===== src/rtl/mux16_rr_arbiter.sv =====
// Round-robin owner scheduler for a shared 16:1 select mux.
// Holds one owner until it releases or its burst budget expires while
// others wait, then hands over back-to-back in rotating priority order.
module mux16_rr_arbiter #(
  parameter int unsigned MAX_BURST = 8,
  parameter int unsigned CNT_W     = 4
) (
  input  logic        clk,
  input  logic        rst_n,
  input  logic [15:0] req,
  output logic [15:0] gnt,
  output logic [3:0]  sel,
  output logic        busy,
  output logic        handover
);

  typedef enum logic {IDLE, BUSY} state_t;

  localparam logic [CNT_W-1:0] LAST = CNT_W'(MAX_BURST - 1);

  state_t           state, state_n;
  logic [15:0]      gnt_n;
  logic [3:0]       sel_n;
  logic             busy_n;
  logic             handover_n;
  logic [3:0]       ptr, ptr_n;
  logic [CNT_W-1:0] cnt, cnt_n;

  logic [15:0] owner_mask;
  logic        released;
  logic        expired;
  logic [15:0] cand;
  logic [4:0]  pick_r;

  // First set bit of v scanning p, p+1, ... wrapping mod 16; MSB flags a hit.
  function automatic logic [4:0] pick(input logic [15:0] v, input logic [3:0] p);
    logic [4:0] r;
    logic [3:0] idx;
    r = '0;
    for (int unsigned k = 0; k < 16; k++) begin
      idx = p + 4'(k);
      if (!r[4] && v[idx]) r = {1'b1, idx};
    end
    return r;
  endfunction

  // End-condition detection and winner search for the current cycle.
  always_comb begin
    owner_mask = 16'b1 << sel;
    released   = ~|(req & owner_mask);
    expired    = (cnt == LAST) && (|(req & ~owner_mask));
    // The current owner is excluded while busy: on release its bit is already
    // clear, on expiry it must yield to the waiting requesters.
    cand       = (state == IDLE) ? req : (req & ~owner_mask);
    pick_r     = pick(cand, ptr);
  end

  // Next-state and next-output logic.
  always_comb begin
    state_n    = state;
    gnt_n      = gnt;
    sel_n      = sel;
    busy_n     = busy;
    handover_n = 1'b0;
    ptr_n      = ptr;
    cnt_n      = cnt;
    case (state)
      IDLE: begin
        gnt_n  = '0;
        busy_n = 1'b0;
        if (pick_r[4]) begin
          state_n = BUSY;
          gnt_n   = 16'b1 << pick_r[3:0];
          sel_n   = pick_r[3:0];
          busy_n  = 1'b1;
          cnt_n   = '0;
          ptr_n   = pick_r[3:0] + 4'd1;
        end
      end
      BUSY: begin
        if (released || expired) begin
          if (pick_r[4]) begin
            gnt_n      = 16'b1 << pick_r[3:0];
            sel_n      = pick_r[3:0];
            cnt_n      = '0;
            ptr_n      = pick_r[3:0] + 4'd1;
            handover_n = 1'b1;
          end else begin
            state_n = IDLE;
            gnt_n   = '0;
            busy_n  = 1'b0;
            cnt_n   = '0;
          end
        end else begin
          // A lone owner at the budget limit simply starts a fresh burst.
          cnt_n = (cnt == LAST) ? '0 : cnt + 1'b1;
        end
      end
      default: begin
        state_n = IDLE;
        gnt_n   = '0;
        busy_n  = 1'b0;
      end
    endcase
  end

  // State and registered outputs, asynchronously cleared.
  always_ff @(posedge clk or negedge rst_n) begin
    if (!rst_n) begin
      state    <= IDLE;
      gnt      <= '0;
      sel      <= '0;
      busy     <= 1'b0;
      handover <= 1'b0;
      ptr      <= '0;
      cnt      <= '0;
    end else begin
      state    <= state_n;
      gnt      <= gnt_n;
      sel      <= sel_n;
      busy     <= busy_n;
      handover <= handover_n;
      ptr      <= ptr_n;
      cnt      <= cnt_n;
    end
  end

endmodule


===== config.mk =====
export PLATFORM = sky130hd
export DESIGN_NAME = mux16_rr_arbiter
export DESIGN_NICKNAME = d
export VERILOG_FILES = /design/src/rtl/mux16_rr_arbiter.sv
export SDC_FILE = /design/constraint.sdc
export NUM_CORES = 1
export LEC_CHECK = 0
export BUFFER_PORTS_ARGS = -buffer_cell sky130_fd_sc_hd__buf_2
export CORE_AREA = 10 10 105 107
export CTS_CLUSTER_DIAMETER = 200
export DETAILED_ROUTE_END_ITERATION = 8
export DIE_AREA = 0 0 115 117
export GPL_TIMING_DRIVEN = 0
export HOLD_SLACK_MARGIN = 0.03
export PLACE_DENSITY = 0.68
export SYNTH_ARGS = -nofsm -noshare
export SYNTH_HDL_FRONTEND = slang
export SYNTH_SLANG_ARGS = --single-unit
export TNS_END_PERCENT = 30

===== constraint.sdc =====
create_clock -name clk -period 13 [get_ports clk]
set_clock_uncertainty 0.05 [all_clocks]
set_input_delay 1.3 -clock clk [delete_from_list [all_inputs] [get_ports clk]]
set_output_delay 1.3 -clock clk [all_outputs]
set_load 0.01 [all_outputs]

==> summary.md <==
| Metric | Value |
|---|---|
| Most frequent cells in the layout | 53 x nand2_1, 44 x buf_2, 41 x nor2_1 |
| Final worst setup slack | 6.45 ns |
| Synthesized instance count | 563 |
| Worst rel slew slack | 37.4% |
| Antenna violations before repair | 0 |
| Post-Syn Area per Cell | 7.82 um^2 |
| Num CTS Buffers | 5 |
| GR Util All Layers | 22.8% |
| Sequential area share after synthesis | 17.6% |
| Setup violators final | 0 |
| Hold path depth | 2 |
| Largest net degree at the start of global routing | 32 |
| Die Ht | 117 um |
| Worst reg2reg endpoint | ptr[2] |
| Reg2Reg Depth | 19 |
| Via/cell ratio | 6.99 |
| Seq cells post-synth | 31 |
| Width of the die | 115 um |
| Root Driver | clkbuf_8 |
| DR vias | 5037 |
| Max-Cap Viols | 0 |
| Post-Place Setup Slack | 6.58 ns |
| Final net count | 640 |
| Highest Clock Rate | 0.153 GHz |
| Drt drc | 0 |
| Worst Path Required | 13.11 ns |
| First-pass GRT wire length | 25000 um |
| Commonest non-fill, non-tap cell in the layout | nand2_1 |
| Clock transition at path regs | 0.06 ns |
| Num ports | 40 |
| CTS H-tree depth | 2 |
| EDFF count, synth | 0 |
| DP HPWL | 12100 um |
| Post-synthesis cell type count | 85 |
| Critical Path Start | ptr[1] |
| Post-route ant nets | 0 |
| Clock tree from TritonCTS | yes |
| Worst skew pair latency | 0.28 ns |
| DR pass1 iterations | 5 |
| WP data arrival | 6.66 ns |
| Area delta synth->final | 10.3% |
| Async SR Flop Fraction | 100% |
| CTS Hold Bufs | 0 |
| Ys Warns | 0 |
| CP Capture Type | register |
| Core area | 9020 um^2 |
| Row cnt | 35 |
| Final Wtd Congestion | 1.03 |
| Max FO, Critical Path | 13 |
| CTS sink cnt | 31 |
| Post-CTS Setup Inserts | 0 |
| Status | completed |
| Startpoint types | register |
| Share of cells above drive strength 1 | 15.4% |
| Final hold viol count | 0 |
| Worst Hold End | gnt[7] |
| DRT Wirelength | 15500 um |
| Drt wl/cell | 21.5 um |
| Flop2flop setup slack | 6.45 ns |
| Min-delay worst type | register to register |
| Final TNS setup | 0 ns |
| Post-layout min period | 6.55 ns |
| Worst Max-Slew Pin Slew | 0.915 ns |
| Pins over their slew limit | 0 |
| R2R Path Start | ptr[1] |
| Grt total ovfl | 0 |
| Top FF cell, synth | dfrtp_1 |
| Vias in the first global route | 4646 |
| Initial core utilization | 48.8% |
| Final core utilization | 53.8% |
| # port buffers | 39 |
| Total die area | 13500 um^2 |
| Synthesized area | 4400 um^2 |
| Final antenna diode count | 0 |
| Drt first-iter violations | 571 |
| Crit Path Class | register to register |
| Syn Nets | 594 |
| CTS resizes | 0 |
| Hold_sp | gnt[7] |
| # fillers | 880 |
| Fin crit share | 50.4% |
| Unrepaired setup endpoints after global routing | no |
| Max Root-Sink Buffers | 2 |
[per-stage QoR]
step	instance area (um^2)	instances	hold slack, ns
3_3_place_gp	4740	713	0.398
4_1_cts	4860	721	0.421
6_report	4860	721	0.417
5_1_grt	4860	721	0.459
3_5_place_dp	4740	713	0.406
2_1_floorplan	4400	563	0.388
[layer usage]
layer	up-vias	routed length (um)	GRT usage [%]
met2	317	7040	36.0
met3	33	1570	3.52
met4	0	345	7.26
met1	2387	6530	31.1
met5	-	0	0
li1	2300	-	-
[Yosys cell counts, types with 11 or more instances]
library cell	count	area share, %
o211a_1	13	3.0
nand3_1	13	1.5
a21oi_1	27	3.1
mux4_2	13	6.6
inv_1	15	1.3
nor4_1	11	1.6
dfrtp_1	31	18
and3_1	11	1.6
nand2b_1	11	1.6
o21ai_0	40	4.5
clkbuf_1	19	1.6
nor3_1	30	3.4
mux2i_1	19	4.3
a22o_1	13	2.6
ha_1	13	3.7
nand2_1	53	4.5
nor2_1	41	3.5
[flip-flops by register name, summed over array words and instances, names as in the netlist]
signal and flops:
gnt 16, state 1, cnt 4, ptr 4, handover 1, busy 1
sel 4
[cells by family after synthesis]
kind of cell	Yosys count	synth area share (%)
simple gates	212	24.5
compound gates	204	33.9
buf+inv	50	4.74
mux	40	13.0
flops	31	17.6
xor+xnor	13	2.59
fa+ha+maj	13	3.69
[worst max path at each step]
stage / end / slack, ns / cells after the start
2_1_floorplan: ptr[2] / 7.90 / 18
3_3_place_gp: ptr[2] / 6.62 / 19
3_5_place_dp: ptr[2] / 6.58 / 19
4_1_cts: ptr[2] / 6.61 / 19
5_1_grt: ptr[2] / 6.03 / 19
6_report: ptr[2] / 6.45 / 19
[area by class of cell]
cell class	count	area (um^2)	share of cell area, %
sequential	31	776	16.0
inverter	17	63.8	1.31
clock inverter	2	35.0	0.721
multi-input combinational	482	3420	70.4
timing repair buffer	39	195	4.02
buffer	33	145	2.99
clock buffer	6	82.6	1.70
tap	111	139	2.86
[worst max-delay path, stage by stage, from the launching register on]
cell	delay [ns]
dfrtp_1	0.42
clkbuf_1	0.21
inv_1	0.15
clkbuf_1	0.42
buf_1	0.65
ha_1	0.37
clkbuf_1	0.21
inv_1	0.16
clkbuf_1	0.49
nor3_1	0.18
o311a_1	0.38
nor3_1	0.48
a21boi_0	0.29
nand3_1	0.19
o21ai_0	0.11
o31ai_1	0.65
inv_1	0.21
ha_1	0.27
ha_1	0.28
mux2_1	0.27
Power is left out: the tool's default activity adds up to more than one toggle a clock period on the data nets, which glitch-free logic cannot reach.
